### src/rtl/nibble_pkg.sv
`default_nettype none
// ============================================================================
//  Module      : nibble_pkg
//  Description : Shared widths, FSM state encoding and mode constants for the
//                nibble-serial adder.
//  Revision    : 1.0 - initial release
// ============================================================================
package nibble_pkg;

    localparam int NIBBLE_W = 4;
    localparam int LANE_W   = 5;

    typedef enum logic [1:0] {
        IDLE = 2'd0,
        ADD  = 2'd1,
        DONE = 2'd2
    } state_t;

    localparam logic MODE_CHAIN = 1'b0;
    localparam logic MODE_LANE  = 1'b1;

endpackage : nibble_pkg
`default_nettype wire

### src/rtl/nibble_serial_adder_add4.sv
`default_nettype none
// ============================================================================
//  Module      : nibble_add4
//  Description : 4-bit adder with carry-in producing a 5-bit sum.
//  Revision    : 1.0 - initial release
// ============================================================================
module nibble_add4 (
    input  logic [3:0] a,
    input  logic [3:0] b,
    input  logic       cin,
    output logic [4:0] s
);

    assign s = {1'b0, a} + {1'b0, b} + {4'b0000, cin};

endmodule : nibble_add4
`default_nettype wire

### src/rtl/nibble_serial_adder.sv
`default_nettype none
// ============================================================================
//  Module      : nibble_serial_adder
//  Description : Adds two NIBBLES x 4-bit operands one nibble per clock, either
//                as one chained add or as independent 5-bit lanes.
//  Revision    : 1.0 - initial release
// ============================================================================
module nibble_serial_adder
    import nibble_pkg::*;
#(
    parameter int NIBBLES = 2
) (
    input  logic                   clk,
    input  logic                   rst,
    input  logic                   start,
    input  logic [4*NIBBLES-1:0]   A,
    input  logic [4*NIBBLES-1:0]   B,
    input  logic                   ctrl,
    output logic                   busy,
    output logic                   done,
    output logic [5*NIBBLES-1:0]   q
);

    localparam int W     = NIBBLE_W * NIBBLES;
    localparam int QW    = LANE_W * NIBBLES;
    localparam int IDX_W = (NIBBLES > 1) ? $clog2(NIBBLES) : 1;
    localparam logic [IDX_W-1:0] LAST_IDX = IDX_W'(NIBBLES - 1);

    state_t             state_q;
    logic [W-1:0]       a_q;
    logic [W-1:0]       b_q;
    logic               mode_q;
    logic               carry_q;
    logic [IDX_W-1:0]   idx_q;
    logic [QW-1:0]      q_q;
    logic               busy_q;
    logic               done_q;

    logic [3:0]         w_a_nib;
    logic [3:0]         w_b_nib;
    logic               w_cin;
    logic [4:0]         w_sum;

    always_comb begin
        w_a_nib = 4'h0;
        w_b_nib = 4'h0;
        for (int i = 0; i < NIBBLES; i++) begin
            if (idx_q == IDX_W'(i)) begin
                w_a_nib = a_q[i*NIBBLE_W +: NIBBLE_W];
                w_b_nib = b_q[i*NIBBLE_W +: NIBBLE_W];
            end
        end
    end

    // Lane mode never sees a carry-in, so each lane is a standalone 5-bit sum.
    assign w_cin = (mode_q == MODE_CHAIN) & carry_q;

    nibble_add4 u_add4 (
        .a   (w_a_nib),
        .b   (w_b_nib),
        .cin (w_cin),
        .s   (w_sum)
    );

    always_ff @(posedge clk or posedge rst) begin
        if (rst) begin
            state_q <= IDLE;
            a_q     <= '0;
            b_q     <= '0;
            mode_q  <= MODE_CHAIN;
            carry_q <= 1'b0;
            idx_q   <= '0;
            q_q     <= '0;
            busy_q  <= 1'b0;
            done_q  <= 1'b0;
        end else begin
            case (state_q)
                IDLE: begin
                    if (start) begin
                        a_q     <= A;
                        b_q     <= B;
                        mode_q  <= ctrl;
                        q_q     <= '0;
                        carry_q <= 1'b0;
                        idx_q   <= '0;
                        busy_q  <= 1'b1;
                        state_q <= ADD;
                    end
                end
                ADD: begin
                    for (int i = 0; i < NIBBLES; i++) begin
                        if (idx_q == IDX_W'(i)) begin
                            if (mode_q == MODE_CHAIN)
                                q_q[i*NIBBLE_W +: NIBBLE_W] <= w_sum[3:0];
                            else
                                q_q[i*LANE_W +: LANE_W] <= w_sum;
                        end
                    end
                    if (mode_q == MODE_CHAIN)
                        carry_q <= w_sum[4];
                    if (idx_q == LAST_IDX) begin
                        if (mode_q == MODE_CHAIN)
                            q_q[W] <= w_sum[4];
                        busy_q  <= 1'b0;
                        done_q  <= 1'b1;
                        state_q <= DONE;
                    end else begin
                        idx_q <= idx_q + IDX_W'(1);
                    end
                end
                DONE: begin
                    done_q  <= 1'b0;
                    state_q <= IDLE;
                end
                default: begin
                    busy_q  <= 1'b0;
                    done_q  <= 1'b0;
                    state_q <= IDLE;
                end
            endcase
        end
    end

    assign busy = busy_q;
    assign done = done_q;
    assign q    = q_q;

endmodule : nibble_serial_adder
`default_nettype wire

### config.mk
export PLATFORM = sky130hd
export DESIGN_NAME = nibble_serial_adder
export DESIGN_NICKNAME = d
export VERILOG_FILES = /design/src/rtl/nibble_pkg.sv /design/src/rtl/nibble_serial_adder_add4.sv /design/src/rtl/nibble_serial_adder.sv
export SDC_FILE = /design/constraint.sdc
export NUM_CORES = 1
export LEC_CHECK = 0
export ABC_AREA = 0
export CORE_AREA = 2 2 68 87
export DETAILED_ROUTE_END_ITERATION = 10
export DIE_AREA = 0 0 70 89
export GPL_TIMING_DRIVEN = 0
export MAX_ROUTING_LAYER = met4
export PLACE_DENSITY = 0.52
export SYNTH_ARGS = -nofsm -noshare
export SYNTH_HDL_FRONTEND = slang
export SYNTH_HIERARCHICAL = 1
export SYNTH_SLANG_ARGS = --single-unit
### constraint.sdc
create_clock -name clk -period 8.04 [get_ports clk]
set_input_delay 0.804 -clock clk [delete_from_list [all_inputs] [get_ports clk]]
set_output_delay 0.804 -clock clk [all_outputs]
set_load 0.01 [all_outputs]
======== Word-level counts from Yosys, hierarchy flattened ========
Cells that the tools add are included.
cells by class
  reduce and logical (&&, ||, !) cells .... 11
  eq/ne operators ......................... 7
  add/sub/neg operators ................... 3
  bitwise gates (word level) .............. 4
  mux-type cells .......................... 25
operators by type and width
  operator                                                          number
  10-bit one-hot mux with 2 select lines                            1
  3-bit AND reduction                                               4
  1-bit 2-to-1 mux                                                  10
  10-bit 2-to-1 mux                                                 1
  2-bit != test (second input constant)                             5
  4-bit 2-to-1 mux                                                  2
  2-bit AND reduction                                               4
  2-bit 2-to-1 mux                                                  3
  6-bit 2-to-1 mux                                                  1
  1-bit one-hot mux with 2 select lines                             3
  4-bit by 4-bit adder with 5-bit output                            1
  5-bit by 1-bit adder with 5-bit output                            1
  5-bit 2-to-1 mux                                                  1
  2-bit one-hot mux with 2 select lines                             1
  4-bit AND reduction                                               1
  3-bit 2-to-1 mux                                                  1
  1-bit NOT                                                         3
  1-bit one-hot mux with 3 select lines                             1
  2-bit by 1-bit == test with 1-bit output (second input constant)  1
  2-bit == test (second input constant)                             1
  2-bit logical NOT                                                 1
  2-bit nonzero test                                                1
  1-bit adder (second input constant)                               1
  1-bit AND                                                         1
storage, ports and cells
  input bits .............................. 20
  word-level logic and storage cells ...... 62
  output and inout bits ................... 12
  register bits after elaboration ......... 33

======== Logic depth before layout (Yosys ltp) ========
  depth after elaboration ................. 10
  depth in mapped cells ................... 11
  mapped depth without buffers ............ 10

======== By module ========
Netlist, hierarchy kept.
by module, submodules not included
  module               cells an instance  instances  area each (um2)  sequential area each (um2)
  nibble_serial_adder  107                1          1,437.6          825.8
  nibble_add4          16                 1          143.9            0.0

======== Least setup slack after synthesis ========
OpenSTA, ideal clock, no wires.
  path type ............................... flip-flop to flip-flop
  start point ............................. register idx_q
  end point ............................... register q_q[4] (netlist: q[4])
  path slack .............................. 5,524 ps
  arrival time ............................ 2,394 ps
  stages on the path, launching flop included .. 12
  clock period less this slack ............ 2,516 ps
  library setup time ...................... 122 ps
  path buffers ............................ 1
  data required time ...................... 7,918 ps
  cells stage by stage .................... dfrtp_1 buf_2 mux2_2 fa_1 inv_1 fa_1 nor2b_1 o21ai_0 nand2b_1 nand2_1 o221ai_1 a32o_1
on the way
  cells in the longest elaborated chain, start to end .. 8
  elaborated cells between the ends (all ways) .. 9
  those cells by class .................... add/sub: 2; mux: 7
RTL lines
  element                                   line                            source
  start: declaration                        nibble_serial_adder.sv:34       logic [IDX_W-1:0] idx_q;
  start signal: assignment                  nibble_serial_adder.sv:108      idx_q <= idx_q + IDX_W'(1);
  4-bit 2-to-1 mux *                        nibble_serial_adder.sv:48       if (idx_q == IDX_W'(i)) begin
  named net w_a_nib[0]                      nibble_serial_adder.sv:39       logic [3:0] w_a_nib;
  4-bit by 4-bit adder with 5-bit output *  nibble_serial_adder_add4.sv:14  assign s = {1'b0, a} + {1'b0, b} + {4'b0000, cin};
  5-bit by 1-bit adder with 5-bit output *  nibble_serial_adder_add4.sv:14
  named net w_sum[4]                        nibble_serial_adder.sv:42       logic [4:0] w_sum;
  1-bit 2-to-1 mux *                        nibble_serial_adder.sv:93       if (mode_q == MODE_CHAIN)
  5-bit 2-to-1 mux *                        nibble_serial_adder.sv:92       if (idx_q == IDX_W'(i)) begin
  1-bit 2-to-1 mux                          nibble_serial_adder.sv:93
  6-bit 2-to-1 mux *                        nibble_serial_adder.sv:92
  10-bit one-hot mux with 2 select lines *  nibble_serial_adder.sv:77       case (state_q)
  end signal: indexed assignment            nibble_serial_adder.sv:94       q_q[i*NIBBLE_W +: NIBBLE_W] <= w_sum[3:0];
  end signal: indexed assignment            nibble_serial_adder.sv:96       q_q[i*LANE_W +: LANE_W] <= w_sum;
  end signal: indexed assignment            nibble_serial_adder.sv:103      q_q[W] <= w_sum[4];
  end: declaration                          nibble_serial_adder.sv:35       logic [QW-1:0] q_q;
Mark *: on every way through the listed nets, which the timed path passes. The rest lies on a longest branch. The select of a mux whose other input is x is not followed.
A chain may end at the register's enable or synchronous reset.

======== Worst setup path in the final report ========
Ends and elaborated chain as after synthesis.

==> metrics.csv <==
metric,value,unit
status,"complete, no violations",
# resized after CTS,0,
cts hold-fix bufs,0,
Lkg Pwr,0.9140,nW
Core Region,0.005330,mm^2
I/O pins,32,
final worst slack,5.195,ns
CTS max path bufs,2,
Detailed Place HPWL,2.341,mm
Rows,30,
"Slew Viols, Final",0,
Die H,89,um
Tot Pwr,941.6,uW
DR DRC count,0,
largest net degree at the start of global routing,34,
Slew HR,67.89,%
post-route ant nets,0,
Worst path max stage delay,0.47,ns
Sink Count,33,
WP data arrival,3.03,ns
overall routing resource usage,11.74,%
CP max FO,10,
Worst path most repeated cell,fa_1,
postcts setup bufs,0,
"Top FF cell, synth",dfrtp_1,
worst path cell trace,buf_2 -> mux2_2 -> fa_1 -> inv_1 -> fa_1 -> nor2b_1 -> o21ai_0 -> nand2b_1 -> nand2_1 -> o221ai_1 -> a32o_1,
Startpoint Class,register,
VDD IR max,169.6,uV
Skew-Pair Late Insertion Delay,0.29,ns
"top cells by area, synth","dfrtp_1 (52%), mux2_1 (12%), mux2_2 (5.7%)",
Buffers on Ports,31,
period utilization,35.39,%
routability congestion estimate,0.7026,
wire per inst,13.98,um
WP data required,8.22,ns
vias in the first global route,1201,
Crit Path Class,register to register,
TritonCTS Buffers,5,
Initial DRC Count,14,
initial core utilization,29.67,%
TritonCTS clock tree,yes,
"Net Count, Synth",148,
Tmin final,2.845,ns
synthesized instance count,123,
setup TNS,0,ns
die outline width,70,um
CTS root buf,clkbuf_8,
initial antenna violation count,0,
"worst slack, placed",5.152,ns
switching power total,363.8,uW
Synth Cell Area,0.001582,mm^2
final-report hold violation count,0,
warnings from Yosys,6,
Via density,4.639,
unrepaired setup endpoints after global routing,false,
Worst Max-Slew Pin Slew,0.4786,ns
Post-synth EDFFs,0,
internal power,577.9,uW
clock network power share,14.7,%
grt ovf,0,
CP Capture Type,register,
Seq pwr share,30.8,%
"FF+latch count, synth",33,
Clock Skew,0.01158,ns
Detailed Routing Iterations Pass 1,4,
Async SR Flop Fraction,100.0,%
die area,0.006230,mm^2
CTS HTree Levels,2,
post-synth top area share,52.22,%
max-cap violations,0,
Final Setup Violations,0,
Area Overhead vs Synth,32.83,%
final instance area,0.002101,mm^2
syn avg cell area,12.86,um^2
Pwr Density,448.2,mW/mm^2
first-pass GRT wire length,5.430,mm
sequential-to-total area share from yosys stat,52.22,%
Peak Freq,351.4,MHz
synth unique cells,30,
Post-Route Utilization,39.41,%
most common cell in the netlist,dfrtp_1,
Hold Crit Class,register to register,
slowest CP cell,dfrtp_1,
sw frac,38.63,%
drt total wl,3.174,mm
# diodes,0,
commonest cells in the netlist,"dfrtp_1 (33), mux2_1 (17), inv_1 (9), mux2_2 (8)",
total number of vias,1053,
Gate power share,54.5,%
share of layout cells above drive strength 1,16.56,%
fillers,502,
Layout Nets,187,
dpl cell area,0.001972,mm^2
Worst-path clk slew,0.08,ns
"area leader, netlist",dfrtp_1,
-- state kept, by name, summed over array words and instances, names as in the netlist --
signal / flops
a_q: 8
idx_q: 1
state_q: 2
busy: 1
b_q: 8
q: 10
mode_q: 1
done: 1
carry_q: 1
-- layout by cell type, fill, tap and decap left out, types with 2 or more instances in the layout --
master,netlist,routed
o2bb2ai_1,5,5
nor2_1,2,2
inv_1,9,8
a22o_1,5,5
nor3b_2,2,2
nor2b_1,3,3
buf_4,2,2
o21ai_0,5,5
nand2_1,4,4
clkbuf_8,0,7
mux2i_1,3,3
a21o_1,2,2
mux2_1,17,17
clkdlybuf4s50_1,0,31
mux2_2,8,8
xnor2_1,2,2
nand2b_1,3,3
buf_2,2,2
dfrtp_1,33,33
ha_1,3,3
fa_1,2,2
-- per-stage QoR --
stage | instances | hold WS, ns
floorplan | 123 | 0.4522
global placement | 218 | 0.4644
detailed placement | 218 | 0.4666
finish | 227 | 0.4764
global route | 227 | 0.5022
CTS | 226 | 0.4810
-- per-layer routing --
| metal | vias to the layer above | routed length [um] | global-route usage (%) |
|---|---|---|---|
| met3 | 6 | 128 | 2.931 |
| li1 | 509 | - | - |
| met5 | - | 0 | - |
| met2 | 21 | 1642 | 21.04 |
| met1 | 517 | 1334 | 12.02 |
| met4 | 0 | 69 | 5.944 |
-- critical path, delay by kind of cell, from the launching register on --
| family | cells | cell delay (ns) |
|---|---|---|
| adders and majority gates | 2 | 0.66 |
| buffers and inverters | 2 | 0.39 |
| and+or+nand+nor | 3 | 0.29 |
| DFF | 1 | 0.47 |
| muxes | 1 | 0.39 |
| AOI/OAI and AO/OA | 3 | 0.53 |
-- cell families after synthesis --
| kind of cell | share of synthesized area (%) |
|---|---|
| flip-flops | 52.22 |
| multiplexers | 19.70 |
| AO/OA/AOI/OAI | 11.47 |
| AND/OR/NAND/NOR | 6.646 |
| buffers and inverters | 3.955 |
| adder cells (fa/ha/maj) | 4.905 |
| XOR/XNOR | 1.108 |
-- area by class of cell --
cell class | count | area, um^2 | area share [%]
Buffer | 4 | 25.02 | 1.191
Clock buffer | 7 | 96.34 | 4.586
Clock inverter | 1 | 5.005 | 0.2382
Inverter | 10 | 37.54 | 1.787
Multi-Input combinational cell | 76 | 693.2 | 33.00
Sequential cell | 33 | 825.8 | 39.31
Tap cell | 64 | 80.08 | 3.812
Timing Repair Buffer | 32 | 337.8 | 16.08
-- power by group through the flow --
| stage | clock [mW] | combinational (mW) | sequential, mW |
|---|---|---|---|
| after floorplan | 0 | 0.370 | 0.290 |
| after global placement | 0 | 0.511 | 0.291 |
| after detailed placement | 0 | 0.518 | 0.294 |
| after CTS | 0.143 | 0.521 | 0.291 |
| after global routing | 0.150 | 0.576 | 0.301 |
| final | 0.138 | 0.513 | 0.290 |
-- worst paths after layout --
kind                       startpoint     end  slack [ns]  depth (start not counted)
min in group asynchronous         rst   idx_q        0.77                          2
max                             idx_q    q[4]        5.19                         11
min                              busy    busy        0.48                          1
max reg2reg                     idx_q    q[4]        5.19                         11
min reg2reg                      busy    busy        0.48                          1
max in group asynchronous         rst  b_q[7]        6.83                          3
Power figures use the tool's default switching activity.
